File: config.mk
export PLATFORM = sky130hd
export DESIGN_NAME = cellrv32_cpu_cp_dispatch
export DESIGN_NICKNAME = d
export VERILOG_FILES = /design/src/rtl/cellrv32_package.sv /design/src/rtl/cellrv32_cpu_cp_watchdog.sv /design/src/rtl/cellrv32_cpu_cp_dispatch.sv
export SDC_FILE = /design/constraint.sdc
export NUM_CORES = 1
export LEC_CHECK = 0
export CORE_AREA = 2 2 93 95
export CTS_CLUSTER_DIAMETER = 50
export DETAILED_ROUTE_END_ITERATION = 8
export DIE_AREA = 0 0 95 97
export PLACE_DENSITY = 0.76
export SETUP_SLACK_MARGIN = 0.4
export SYNTH_ARGS = -nofsm -noshare
export SYNTH_HDL_FRONTEND = slang
export SYNTH_SLANG_ARGS = --single-unit
File: constraint.sdc
create_clock -name clk_i -period 2.32 [get_ports clk_i]
set_input_delay 0.232 -clock clk_i [delete_from_list [all_inputs] [get_ports clk_i]]
set_output_delay 0.232 -clock clk_i [all_outputs]
set_load 0.02 [all_outputs]
File: src/rtl/cellrv32_package.sv
// Shared types and constants for the CPU co-processor dispatch slice.
package cellrv32_package;

  typedef enum logic [1:0] {
    S_IDLE = 2'd0,
    S_WAIT = 2'd1,
    S_CAPT = 2'd2,
    S_RESP = 2'd3
  } cp_disp_state_t;

  localparam int cp_sel_muldiv_c   = 0;
  localparam int cp_sel_shifter_c  = 1;
  localparam int cp_sel_bitmanip_c = 2;
  localparam int cp_sel_custom_c   = 3;

endpackage

File: src/rtl/cellrv32_cpu_cp_watchdog.sv
// Cycle counter for a co-processor operation; flags expiry on the last allowed wait cycle.
module cellrv32_cpu_cp_watchdog #(
  parameter int TIMEOUT_CYC = 64
) (
  input  logic clk_i,
  input  logic rstn_i,
  input  logic clr_i,
  input  logic cnt_en_i,
  output logic expired_o
);

  localparam int CW = (TIMEOUT_CYC > 1) ? $clog2(TIMEOUT_CYC) : 1;
  localparam logic [CW-1:0] LIMIT = CW'(TIMEOUT_CYC - 1);

  logic [CW-1:0] cnt_q;

  always_ff @(posedge clk_i or negedge rstn_i) begin
    if (!rstn_i) begin
      cnt_q <= '0;
    end else if (clr_i) begin
      cnt_q <= '0;
    end else if (cnt_en_i && (cnt_q != LIMIT)) begin
      cnt_q <= cnt_q + 1'b1;
    end
  end

  assign expired_o = cnt_en_i & (cnt_q == LIMIT);

endmodule

File: src/rtl/cellrv32_cpu_cp_dispatch.sv
// Issue/collect stage between execute control and the co-processors.
// Optional watchdog enabled by defining CELLRV32_CP_TIMEOUT_EN.
module cellrv32_cpu_cp_dispatch
  import cellrv32_package::*;
#(
  parameter int XLEN        = 32,
  parameter int NUM_CP      = 4,
  parameter int TIMEOUT_CYC = 64
) (
  input  logic                   clk_i,
  input  logic                   rstn_i,
  input  logic                   req_i,
  input  logic [NUM_CP-1:0]      sel_i,
  input  logic                   trap_i,
  output logic [NUM_CP-1:0]      cp_start_o,
  input  logic [NUM_CP-1:0]      cp_valid_i,
  input  logic [NUM_CP*XLEN-1:0] cp_res_i,
  output logic [XLEN-1:0]        res_o,
  output logic                   done_o,
  output logic                   stall_o,
  output logic                   illegal_o,
  output logic                   timeout_o
);

  if (NUM_CP < 1 || TIMEOUT_CYC < 2) begin : g_param_chk
    $error("cellrv32_cpu_cp_dispatch: NUM_CP must be >=1 and TIMEOUT_CYC >=2");
  end

  cp_disp_state_t    state_q;
  logic [NUM_CP-1:0] sel_q;
  logic [XLEN-1:0]   res_q;
  logic [XLEN-1:0]   res_mux;
  logic              abort_q;
  logic              illegal_q;
  logic              tmo_q;
  logic              accept;
  logic              hit;
  logic              tmo_exp;

  assign accept     = (state_q == S_IDLE) & req_i & $onehot(sel_i);
  assign cp_start_o = sel_i & {NUM_CP{accept}};
  assign hit        = |(cp_valid_i & sel_q);

  // Idle units drive zero, so masking by the latched select and OR-ing is a full mux.
  always_comb begin
    res_mux = '0;
    for (int k = 0; k < NUM_CP; k++) begin
      if (sel_q[k]) res_mux = res_mux | cp_res_i[k*XLEN +: XLEN];
    end
  end

`ifdef CELLRV32_CP_TIMEOUT_EN
  cellrv32_cpu_cp_watchdog #(
    .TIMEOUT_CYC (TIMEOUT_CYC)
  ) u_watchdog (
    .clk_i     (clk_i),
    .rstn_i    (rstn_i),
    .clr_i     (accept),
    .cnt_en_i  (state_q == S_WAIT),
    .expired_o (tmo_exp)
  );
`else
  assign tmo_exp = 1'b0;
`endif

  always_ff @(posedge clk_i or negedge rstn_i) begin
    if (!rstn_i) begin
      state_q   <= S_IDLE;
      sel_q     <= '0;
      res_q     <= '0;
      abort_q   <= 1'b0;
      illegal_q <= 1'b0;
      tmo_q     <= 1'b0;
    end else begin
      illegal_q <= 1'b0;
      case (state_q)
        S_IDLE: begin
          if (accept) begin
            sel_q   <= sel_i;
            abort_q <= 1'b0;
            tmo_q   <= 1'b0;
            state_q <= S_WAIT;
          end else if (req_i) begin
            illegal_q <= 1'b1;
          end
        end
        // A trapped op keeps waiting: the unit still finishes with a valid.
        S_WAIT: begin
          if (trap_i) abort_q <= 1'b1;
          if (hit) begin
            state_q <= S_CAPT;
          end else if (tmo_exp) begin
            res_q   <= '0;
            tmo_q   <= 1'b1;
            state_q <= S_RESP;
          end
        end
        S_CAPT: begin
          res_q   <= abort_q ? '0 : res_mux;
          if (trap_i) abort_q <= 1'b1;
          state_q <= S_RESP;
        end
        S_RESP: begin
          state_q <= S_IDLE;
        end
        default: state_q <= S_IDLE;
      endcase
    end
  end

  // A watchdog expiry always reports, even for an aborted op.
  assign done_o    = (state_q == S_RESP) & (~abort_q | tmo_q);
  assign res_o     = done_o ? res_q : '0;
  assign timeout_o = (state_q == S_RESP) & tmo_q;
  assign illegal_o = illegal_q;
  assign stall_o   = accept | (state_q == S_WAIT) | (state_q == S_CAPT);

endmodule

== After elaboration in Yosys (flattened, before gate mapping) ==
Cells that the tools add are included.

* Flip-flop bits (word level): 40
* Latch bits: 0
* Memory bits (writable): 0
* Bits in read-only memories: 0
* Input bits: 140
* Output and inout port bits: 40
* Word-level logic and storage cells: 48
* Memories: 0

* $add $sub $neg: 3
* Multipliers: 0
* Div/mod/pow operators: 0
* Magnitude comparators: 0
* Equal/unequal tests: 7
* Shift operators: 0
* Mux-type cells: 15
* Bitwise operators: 11
* Reductions and logical operators: 7

{| class="wikitable"
|+ Operator list
! operator !! number
|-
| $mux W32 || 6
|-
| $or A32 B32 Y32 || 3
|-
| $and A4 B4 Y4 || 2
|-
| $pmux W2 S4 || 1
|-
| $mux W1 || 5
|-
| $add A1 B1 Y2 || 2
|-
| $eq A2 B2 Y1 const B || 2
|-
| $mux W2 || 2
|-
| $ne A2 B2 Y1 const B || 2
|-
| $reduce_and A2 Y1 || 2
|-
| $reduce_or A4 Y1 || 1
|-
| $add A2 B2 Y3 || 1
|-
| $and A1 B1 Y1 || 3
|-
| $eq A3 B1 Y1 const B || 1
|-
| $reduce_and A3 Y1 || 1
|-
| $eq A2 B1 Y1 const B || 1
|-
| $logic_not A2 Y1 || 1
|-
| $ne A2 B1 Y1 const B || 1
|-
| $or A1 B1 Y1 || 2
|-
| $pmux W1 S2 || 1
|-
| $reduce_bool A2 Y1 || 1
|-
| $reduce_or A2 Y1 || 1
|-
| $not A1 Y1 || 1
|}

== Depth between registers and ports, before layout ==
Gate-level depths: netlist (run 1).

* Depth after elaboration: 8
* Depth in mapped cells: 8

== Worst setup path before layout (run 1) ==
Ideal clock, no wire load.

* Kind: in2out
* From: input sel_i[0]
* To: output cp_start_o[0]
* Data arrival time: 2.255 ns
* Data required time: 2.088 ns
* Path slack: -0.167 ns
* Stages: 7
* Cell sequence: inv_1 -> fa_1 -> inv_1 -> ha_1 -> ha_1 -> or3b_4 -> nor3_1

* Cells in the longest elaborated chain, start to end: 5

{| class="wikitable"
|+ Ends and longest elaborated chain
! item !! RTL line !! source
|-
| start, declared || cellrv32_cpu_cp_dispatch.sv:13 || <nowiki>input logic [NUM_CP-1:0] sel_i,</nowiki>
|-
| $add A1 B1 Y2 (not written as such) || cellrv32_cpu_cp_dispatch.sv:40 || <nowiki>assign accept = (state_q == S_IDLE) & req_i & $onehot(sel_i);</nowiki>
|-
| $add A2 B2 Y3 (not written as such) || cellrv32_cpu_cp_dispatch.sv:40 ||
|-
| $eq A3 B1 Y1 || cellrv32_cpu_cp_dispatch.sv:40 ||
|-
| $and A1 B1 Y1 || cellrv32_cpu_cp_dispatch.sv:40 ||
|-
| $and A4 B4 Y4 * || cellrv32_cpu_cp_dispatch.sv:41 || <nowiki>assign cp_start_o = sel_i & {NUM_CP{accept}};</nowiki>
|-
| end, declared || cellrv32_cpu_cp_dispatch.sv:15 || <nowiki>output logic [NUM_CP-1:0] cp_start_o,</nowiki>
|}

Mark *: on every way between the ends. The rest lies on a longest branch, timed or not.

== Worst setup path after layout (run 1) ==
* From: input sel_i[3]
* To: output cp_start_o[2]

* Cells in the longest elaborated chain, start to end: 5

{| class="wikitable"
|+ Ends and longest elaborated chain
! item !! RTL line
|-
| $add A1 B1 Y2 (not written as such) || cellrv32_cpu_cp_dispatch.sv:40
|-
| $add A2 B2 Y3 (not written as such) || cellrv32_cpu_cp_dispatch.sv:40
|-
| $eq A3 B1 Y1 || cellrv32_cpu_cp_dispatch.sv:40
|-
| $and A1 B1 Y1 || cellrv32_cpu_cp_dispatch.sv:40
|-
| $and A4 B4 Y4 || cellrv32_cpu_cp_dispatch.sv:41
|}

Every way passes these cells.

==> results of run 1 <==
state kept, by name, indices dropped and copies added (netlist names):
| name | flops |
|---|---|
| abort_q | 1 |
| illegal_o | 1 |
| res_q | 32 |
| sel_q | 4 |
| state_q | 2 |
metal layers:
layer  wire (um)  vias to the layer above  global-route usage [%]  share of wire, %
met3         779                       10                   4.829               8.1
met5           0                        -                       0                 0
met4         116                        0                   4.905               1.2
met1        3818                     1381                   24.02                40
li1            -                     1370                       -                 -
met2        4908                      125                   37.48                51
area by class of cell:
cell class / instances / area (um2) / share of cell area, %
Clock buffer: 6 / 72.57 / 1.557
Clock inverter: 2 / 35.03 / 0.7517
Inverter: 40 / 162.7 / 3.490
Multi-Input combinational cell: 164 / 1380 / 29.61
Sequential cell: 40 / 1001 / 21.48
Tap cell: 105 / 131.4 / 2.819
Timing Repair Buffer: 205 / 1878 / 40.30
power groups by stage:
| stage | clock network (mW) | logic (mW) | registers [mW] |
|---|---|---|---|
| 5_1_grt | 0.616 | 0.376 | 0.697 |
| 3_5_place_dp | 0 | 0.324 | 0.710 |
| 6_report | 0.559 | 0.351 | 0.697 |
| 2_1_floorplan | 0 | 0.0417 | 0.711 |
| 4_1_cts | 0.581 | 0.341 | 0.696 |
| 3_3_place_gp | 0 | 0.317 | 0.710 |
worst reg2reg max path, stage by stage (launching register included):
cell      delay [ns]
dfrtp_1         0.86
a222oi_1        0.19
a32oi_2         0.31
mux2_4          0.32
worst paths after layout:
| kind | start | end | slack [ns] |
|---|---|---|---|
| worst max-delay path | sel_i[3] | cp_start_o[2] | -0.03 |
| worst min-delay path | rstn_i | res_q[6]$_DFFE_PN0P_ | 0.07 |
| worst max register to register | sel_q[3]$_DFFE_PN0P_ | state_q[1]$_DFFE_PN0P_ | 0.52 |
| worst min register to register | res_q[11]$_DFFE_PN0P_ | res_q[11]$_DFFE_PN0P_ | 0.54 |
| max in group asynchronous | rstn_i | res_q[11]$_DFFE_PN0P_ | 1.67 |
| min in group clk_i | sel_i[1] | sel_q[1]$_DFFE_PN0P_ | 0.17 |
what timing repair did:
action	CTS	global route
setup endpoints to repair	46	57
gates resized for setup	132	31
hold endpoints to repair	0	0
cloned	0	0
buffers inserted	4	2
pin swaps	7	6
cell usage after synthesis, types with 2 or more instances:
library cell and n:
dfrtp_1 40, inv_1 40, and2_1 33, a221oi_1 32, a22o_1 32, o22ai_1 32
clkbuf_1 22, ha_1 7, nor3_1 5, mux2_2 4, buf_2 2, buf_6 2
nand2_1 2, nor2_1 2
per-stage QoR:
step                      TNS (ns)  util [%]  hold slack, ns  setup WS [ns]
final                     -0.03358     57.30         0.07078       -0.02584
after global routing       -0.3203     57.30          0.1304       -0.09607
after global placement      -9.486     56.16          0.4016         -1.064
after detailed placement    -9.925     56.16          0.4238         -1.091
after CTS                  -0.3604     58.18          0.1061        -0.1149
after floorplan                  0         -        -0.06359        0.08895
cell families (layout without fill, tap and decap cells):
family	after synthesis	count (layout)
simple gates	49	49
flops	40	40
fa+ha+maj	8	8
mux	6	6
compound gates	100	100
buf+inv	67	253
other cells	1	1
cells in the final DEF (no fill, tap or decap), types with 2 or more instances in the layout:
cell type        count
mux2_4               5
inv_2                2
buf_2               12
a22o_1              32
nand2_1              2
clkdlybuf4s50_1    136
clkbuf_2            15
o22ai_1             32
buf_6                7
inv_1               37
clkbuf_8             5
and2_1              32
nor2_1               2
nor3_2               4
dfrtp_1             40
buf_4               26
clkdlybuf4s15_2      7
ha_1                 5
a221oi_1            32
==> run metrics, run 1 <==
post-synthesis adder-cell area fraction=4.220%; Final Cell Area=4661 um2; worst stage delay on the critical path=0.53 ns; Switching Share=20.69%; Nets=604; Worst slew margin=38.98%; Clock Tree Root=clkbuf_8; fillers=732; Psw=332.5 uW; first-pass GRT wire length=14.93 mm; placed cell areas=4568 um2; simple-gate area share of the yosys netlist=12.02%; Post-synth ARST share=100.0%; DRT Pass-1 Iters=5; Routed Antenna Nets=0; Synth area leaders=dfrtp_1 (39%), a221oi_1 (11%), a22o_1 (11%), and2_1 (8.1%), o22ai_1 (7.9%); Core ar.=8134 um2; Clk pwr share=34.8%; Yosys reg bits=40; RSZ-0062 raised after global routing=true; global placement routability congestion=0.7421; worst path cell trace=buf_12 > inv_12 > fa_1 > inv_1 > ha_2 > ha_4 > or3b_4 > nor2_4 > and2_4 > buf_6; Slowest cell on crit path=fa_1; DIE WIDTH=95 um; Leak=2.078 nW; Die H=97 um; Post-synth EDFFs=0; Layout Skew=0.006544 ns; maxcap violations=0; R2R depth=3; drt drc=0; Gate Count Post-Synth=271; total clock sinks=40; failing checks=negative setup slack; share of cells above drive strength 1=21.44%; area grow syn2layout=82.78%; TritonCTS buffer count=5; post-DP HPWL=7.123 mm; dominant synthesized flop cell=dfrtp_1; hold-fix buffers at CTS=0; Port Buf Inserts=178; Initial Util=31.35%; worst-skew pair later-pin latency=0.29 ns; clk slew on worst S/H paths=0.08 ns; average size of a mapped cell=9.409 um2; Crit Path Class=in2out; Worst EP arrival=2.11 ns; Comb pwr share=21.9%; Final period util=101.1%; Synth top area share=39.25%; Critical Path Source Type=input pin; Final setup viols=2; Seq pwr share=43.3%; Final Total Pwr=1.607 mW; crit-path max FO=5; Max Slew Vio Count=0; H-tree depth=2; final cell count without fillers=562; worst setup margin=-0.02584 ns; Bufs and invs on worst path=4; cell area after synthesis=2550 um2; die area=9215 um2; Top Family by Delay on Critical Path=adder cells; YS warnings=0; Max IR drop VDD=0.2208 mV; antenna diode count=0; Cell Pwr Density=344.9 nW/um2; Cell variety after synth=30; compound-cell area share of the yosys netlist=31.06%; CTS tree=done; largest net degree at the start of global routing=41; Worst-Margin Slew=0.9153 ns; post-synthesis xor/xnor area fraction=0%; Final min period=2.346 ns; Max Freq=426.3 MHz; global route overflow=0; Clock Path Buffers=2; CP endpoint kind=output port; Crit path depth=10; Synth area leader=dfrtp_1; Via density=5.135; number of global-route vias before repair=3,063; initial antenna violation count=0; HP Class=in2async; drt total wl=9.621 mm; Tot GR Track Use=20.61%; Final Hold Fails=0; P_int=1.275 mW; placed cell count=548; initial DRC count=49; CP required=2.09 ns; Seq/Total Area, Yosys=39.25%; Net Count, Synth=419; Core Rows=33; largest family of logic cells by synthesized area=compound AO/OA/AOI/OAI gates; post-synthesis mux area share=2.601%; status=finished with violations; vias post-DR=2,886; drt wl/cell=17.12 um; Top Ports=180
Power figures use the tool's default switching activity.
==> run 2, diff against run 1 <==
--- a/config.mk
+++ b/config.mk
@@ -5,10 +5,10 @@
 export SDC_FILE = /design/constraint.sdc
 export NUM_CORES = 1
 export LEC_CHECK = 0
-export CORE_AREA = 2 2 93 95
+export CORE_AREA = 5 5 96 98
 export CTS_CLUSTER_DIAMETER = 50
 export DETAILED_ROUTE_END_ITERATION = 8
-export DIE_AREA = 0 0 95 97
+export DIE_AREA = 0 0 101 103
 export PLACE_DENSITY = 0.76
 export SETUP_SLACK_MARGIN = 0.4
 export SYNTH_ARGS = -nofsm -noshare
==> run 2 against run 1 <==
Net effect:
- the flow still finishes with violations (negative setup slack)
- utilization decreased by 1.1 points
- critical endpoint unchanged
- critical path type unchanged
- register-to-register slack got worse by 0.14 ns
- critical path depth unchanged
- combinational power decreased by 5%
- count of clock-buffer cells in the layout decreased by 1
==> run metrics, run 2 (synthesis results as in run 1) <==
Final Cell Area=4711 um2 (+1.1%); HP Class=in2async; FF+latch area=1001 um2 (unchanged); CP endpoint kind=output port; largest registers=res_q x32, sel_q x4, state_q x2; CTS tree=done; Final Hold Fails=0 (unchanged); status=finished with violations; maxcap violations=0 (unchanged); Worst slew margin=39.00% (about the same); DIE WIDTH=101 um (+6.3%); die area=10,400 um2 (+13%); Leak=2.116 nW (+1.8%); initial DRC count=76 (+55%); most frequent cells in the layout=clkdlybuf4s50_1 (136), buf_4 (43), dfrtp_1 (40); DRT Pass-1 Iters=4 (-1); commonest non-fill, non-tap cell in the layout=clkdlybuf4s50_1; antenna diode count=0 (unchanged); Via density=5.025 (-2.2%); Max IR drop VDD=0.3123 mV (+41%); Psw=341.6 uW (+2.7%); Bufs and invs on worst path=4 (unchanged); Core ar.=8381 um2 (+3.0%); Routed Antenna Nets=0 (unchanged); share of cells above drive strength 1=22.25% (+0.80 points); Final min period=2.343 ns (-0.002891 ns); crit-path max FO=5 (unchanged); Max Freq=426.8 MHz (+0.12%); total clock sinks=40 (unchanged); area grow syn2layout=84.74%; Crit Path Class=in2out; placed cell areas=4569 um2 (about the same); post-DP HPWL=7.709 mm (+8.2%); Multi-input gate area=1355 um2 (-1.8%); Top Family by Delay on Critical Path=adder cells; Largest Register=res_q; TritonCTS buffer count=5 (unchanged); Critical Path Source Type=input pin; vias post-DR=2,869 (-0.59%); Nets=610 (+0.99%); Slowest cell on crit path=fa_1; pre-CTS setup slack=-1.093 ns (-0.001930 ns); Final setup viols=2 (unchanged); Worst EP arrival=2.11 ns (about the same); Switching Share=21.28% (+0.59 points); global route overflow=0 (unchanged); number of global-route vias before repair=2,970 (-3.0%); H-tree depth=2 (unchanged); Die H=103 um (+6.2%); drt drc=0 (unchanged); number of flip-flops in the largest register=32 (unchanged); Layout Skew=0.008368 ns (+0.001824 ns); Top Ports=180 (unchanged); Core Rows=34 (+3.0%); fillers=765 (+4.5%); largest net degree at the start of global routing=41 (unchanged); Final Total Pwr=1.605 mW (-0.15%); Tot GR Track Use=18.02% (-2.6 points); global placement routability congestion=0.7695 (+3.7%); Port Buf Inserts=178 (unchanged); Max Slew Vio Count=0 (unchanged); worst stage delay on the critical path=0.52 ns (about the same); failing checks=negative setup slack; post-route setup TNS=-0.02557 ns (+0.008010 ns); RSZ-0062 raised after global routing=true; worst path cell trace=buf_12 > inv_12 > fa_1 > inv_1 > ha_2 > ha_4 > or3b_4 > nor2_4 > and2_4 > buf_6; clk slew on worst S/H paths=0.08 ns (about the same); initial antenna violation count=0 (unchanged); Comb pwr share=20.9% (-1.0 points); Final period util=101.0% (-0.12 points); Worst-Margin Slew=0.9150 ns (-0.0003063 ns); Initial Util=30.43% (-0.92 points); drt total wl=10.19 mm (+5.9%); Cell Pwr Density=340.7 nW/um2 (-1.2%); hold-fix buffers at CTS=0 (unchanged); Clk pwr share=35.8% (+1.0 points); Seq pwr share=43.4% (about the same); CP required=2.09 ns (about the same); drt wl/cell=17.84 um (+4.2%); worst-skew pair later-pin latency=0.29 ns (about the same); first-pass GRT wire length=14.81 mm (-0.83%); Clock Path Buffers=2 (unchanged); worst setup margin=-0.02295 ns (+0.002891 ns); Clock Tree Root=clkbuf_8; P_int=1.263 mW (-0.89%)
## run 2: cell types whose count changed in the layout (fill, tap and decap cells not counted), sizes merged
cell	delta
buf	+26
clkbuf	-16
clkdlybuf4s15	-4
clkinvlp	+1
dlygate4sd2	-1
## run 2: per-layer routing
metal  vias up  part of all wire (%)  GRT usage, %
met2       110                    52         33.27
met5         -                     0             0
met3        10                   8.7         5.007
met1      1363                    39         20.40
li1       1386                     -             -
met4         0                   1.2         4.908
## run 2: worst paths after layout
| check | startpoint | endpoint | slack, ns | cells past startpoint |
|---|---|---|---|---|
| worst max-delay path | sel_i[3] | cp_start_o[2] | -0.02 | 10 |
| worst max register to register | state_q[1]$_DFFE_PN0P_ | sel_q[0]$_DFFE_PN0P_ | 0.38 | 9 |
| max in group asynchronous | rstn_i | sel_q[2]$_DFFE_PN0P_ | 1.67 | 1 |
| worst min-delay path | rstn_i | res_q[6]$_DFFE_PN0P_ | 0.06 | 1 |
| min in group clk_i | sel_i[1] | sel_q[1]$_DFFE_PN0P_ | 0.18 | 2 |
| worst min register to register | res_q[3]$_DFFE_PN0P_ | res_q[3]$_DFFE_PN0P_ | 0.54 | 2 |
## run 2: stage by stage
stage | utilization, % | std cells | hold slack [ns]
after global routing | 56.21 | 571 | 0.1326
after detailed placement | 54.52 | 551 | 0.4177
after global placement | 54.52 | 551 | 0.4057
final | 56.21 | 571 | 0.06188
after CTS | 56.40 | 561 | 0.09297
after floorplan | - | 271 | -0.06359
## run 2: repair_timing
| item | 4_1_cts | 5_1_grt |
|---|---|---|
| pin swaps | 3 | 8 |
| setup buffers | 2 | 6 |
| resized for setup | 135 | 67 |
| endpoints found under the hold margin | 0 | 0 |
| gates cloned | 0 | 4 |
| endpoints found under the setup margin | 45 | 42 |
## run 2: final cells by class
cell class,instances,area share (%)
clock buffers,5,1.461
well taps,108,2.869
repair buffers,211,41.30
multi-input cells,164,28.76
inverters,40,3.453
flip-flops and latches,40,21.25
clock inverters,3,0.9031
## run 2: worst reg2reg max path, stage by stage, from the launching register on
cell and delay [ns]:
dfrtp_1 0.39, buf_4 0.15, inv_1 0.09, ha_1 0.23
nand2_1 0.18, nor2_4 0.17, buf_4 0.11, buf_4 0.09
buf_6 0.11, mux2_4 0.30
## run 2: power by group through the flow
stage / Sequential, mW / Clock [mW] / Combinational (mW)
after floorplan: 0.711 / 0 / 0.0417
after CTS: 0.696 / 0.590 / 0.326
after detailed placement: 0.710 / 0 / 0.325
final: 0.696 / 0.574 / 0.335
after global placement: 0.710 / 0 / 0.316
after global routing: 0.697 / 0.624 / 0.356
==> run 3, diff against run 2 <==
--- a/config.mk
+++ b/config.mk
@@ -5,11 +5,11 @@
 export SDC_FILE = /design/constraint.sdc
 export NUM_CORES = 1
 export LEC_CHECK = 0
-export CORE_AREA = 5 5 96 98
+export CORE_AREA = 2 2 85 87
 export CTS_CLUSTER_DIAMETER = 50
 export DETAILED_ROUTE_END_ITERATION = 8
-export DIE_AREA = 0 0 101 103
-export PLACE_DENSITY = 0.76
+export DIE_AREA = 0 0 87 89
+export PLACE_DENSITY = 0.86
 export SETUP_SLACK_MARGIN = 0.4
 export SYNTH_ARGS = -nofsm -noshare
 export SYNTH_HDL_FRONTEND = slang
==> constraint.sdc (replaced) <==
create_clock -name clk_i -period 2.95 [get_ports clk_i]
set_input_delay 0.295 -clock clk_i [delete_from_list [all_inputs] [get_ports clk_i]]
set_output_delay 0.295 -clock clk_i [all_outputs]
set_load 0.02 [all_outputs]
==> run 3 against run 2 <==
Net effect:
- the run now ends clean
- die area decreased by 26%
- clock skew decreased by 0.0010 ns
- sequential share of layout area increased by 0.57 points
- cell count decreased by 7.9%
- first-iteration DRC count increased by 59%
- critical endpoint is now cp_start_o[3]
==> run metrics, run 3 (synthesis results as in run 1) <==
status=finished clean; fillers=561 (-27%); clk slew on worst S/H paths=0.08 ns (about the same); hold slack=0.1357 ns (+0.07381 ns); global placement routability congestion=0.8047 (+4.6%); initial DRC count=121 (+59%); CP required=2.65 ns (+0.56 ns); Critical Path Source Type=input pin; CP endpoint kind=output port; Core ar.=6719 um2 (-20%); number of flip-flops in the largest register=32 (unchanged); Max IR drop VDD=0.1792 mV (-43%); Initial Util=37.95% (+7.5 points); worst setup margin=0.4002 ns (+0.4232 ns); share of cells above drive strength 1=11.21% (-11 points); Leak=1.958 nW (-7.5%); Core Rows=30 (-12%); final cell count without fillers=526 (-7.9%); Via density=5.357 (+6.6%); Final period util=86.43%; Cell Pwr Density=279.2 nW/um2 (-18%); H-tree depth=2 (unchanged); number of global-route vias before repair=2,894 (-2.6%); placed cell areas=4404 um2 (-3.6%); DIE WIDTH=87 um (-14%); most frequent cells in the layout=clkdlybuf4s50_1 (169), dfrtp_1 (40), inv_1 (37); largest net degree at the start of global routing=41 (unchanged); Clock Path Buffers=2 (unchanged); Final setup viols=0 (-2); post-DP HPWL=6.671 mm (-13%); Nets=593 (-2.8%); total clock sinks=40 (unchanged); die area=7743 um2 (-26%); vias post-DR=2,818 (-1.8%); drt drc=0 (unchanged); Final min period=2.550 ns; Tot GR Track Use=23.00% (+5.0 points); placed cell count=515 (-6.5%); drt total wl=9.030 mm (-11%); first-pass GRT wire length=13.92 mm (-6.0%); Worst-Margin Slew=1.219 ns (+0.3035 ns); RSZ-0062 raised after global routing=true; area grow syn2layout=79.88%; Die H=89 um (-14%); global route overflow=0 (unchanged); Largest Register=res_q; TritonCTS buffer count=5 (unchanged); Port Buf Inserts=178 (unchanged); Final Total Pwr=1.281 mW (-20%); Max Freq=392.2 MHz; worst-skew pair later-pin latency=0.29 ns (about the same); Worst slew margin=18.77% (-20 points); commonest non-fill, non-tap cell in the layout=clkdlybuf4s50_1; crit-path max FO=5 (unchanged); Final Cell Area=4587 um2 (-2.6%); Crit Path Class=in2out; Top Ports=180 (unchanged); maxcap violations=0 (unchanged); Worst EP arrival=2.25 ns (+0.14 ns); initial antenna violation count=0 (unchanged); antenna diode count=0 (unchanged); largest registers=res_q x32, sel_q x4, state_q x2; Routed Antenna Nets=0 (unchanged); Clock Tree Root=clkbuf_8; Final Hold Fails=0 (unchanged); pre-CTS setup slack=-0.5916 ns (+0.5010 ns); Max Slew Vio Count=0 (unchanged); drt wl/cell=17.17 um (-3.8%); Layout Skew=0.007356 ns (-0.001013 ns); DRT Pass-1 Iters=4 (unchanged); HP Class=in2async; CTS tree=done
-- run 3: cell types whose count changed in the layout (fill, tap and decap cells not counted), sizes merged --
cell,delta
buf,-47
clkdlybuf4s15,-3
clkinvlp,-1
clkdlybuf4s50,+33
clkinv,-1
clkbuf,+2
-- run 3: final timing paths --
check                                      from                      to  slack, ns  cells after the start
hold / removal                           rstn_i   res_q[16]$_DFFE_PN0P_       0.14                      1
setup reg to reg           sel_q[0]$_DFFE_PN0P_  state_q[1]$_DFFE_PN0P_       0.68                      3
setup / recovery                       sel_i[0]           cp_start_o[3]       0.40                      9
max in group asynchronous                rstn_i    res_q[0]$_DFFE_PN0P_       2.23                      1
min in group clk_i                     sel_i[1]    sel_q[1]$_DFFE_PN0P_       0.25                      2
hold reg to reg            res_q[1]$_DFFE_PN0P_    res_q[1]$_DFFE_PN0P_       0.54                      2
-- run 3: critical path: stages --
cell and delay (ns):
buf_8 0.08, inv_4 0.03, fa_1 0.52, inv_1 0.05, ha_2 0.18, ha_4 0.21
or3b_4 0.44, nor3_2 0.24, buf_4 0.20
-- run 3: timing repair --
| action | CTS | global route |
|---|---|---|
| endpoints found under the setup margin | 11 | 5 |
| resized for setup | 47 | 8 |
| hold buffers | 0 | 0 |
| pin swaps | 6 | 3 |
| setup buffers | 1 | 2 |
-- run 3: routing by layer --
layer | vias to the layer above | part of all wire (%) | GRT usage (%) | wire length (um)
met5 | - | 0 | 0 | 0
met4 | 0 | 1.4 | 6.392 | 125
met3 | 12 | 6.7 | 4.247 | 602
met2 | 124 | 53 | 43.30 | 4793
met1 | 1327 | 39 | 26.66 | 3508
li1 | 1355 | - | - | -
-- run 3: final cells by class --
class	count	area, um2	area share (%)
Sequential cell	40	1001	21.82
Clock inverter	1	30.03	0.6547
Inverter	40	152.6	3.328
Tap cell	80	100.1	2.182
Multi-Input combinational cell	164	1316	28.70
Clock buffer	7	96.34	2.100
Timing Repair Buffer	194	1891	41.22
-- run 3: where the power goes --
group	switching [mW]	internal, mW	total [mW]
clock network	0.187	0.299	0.486
registers	0.0000000000000000948	0.548	0.548
logic	0.0620	0.185	0.247
-- run 3: per-stage QoR --
step                utilization (%)  TNS, ns
global route                  68.27        0
CTS                           67.67        0
finish                        68.27        0
global placement              65.55   -3.000
detailed placement            65.55   -3.471
floorplan                         -        0
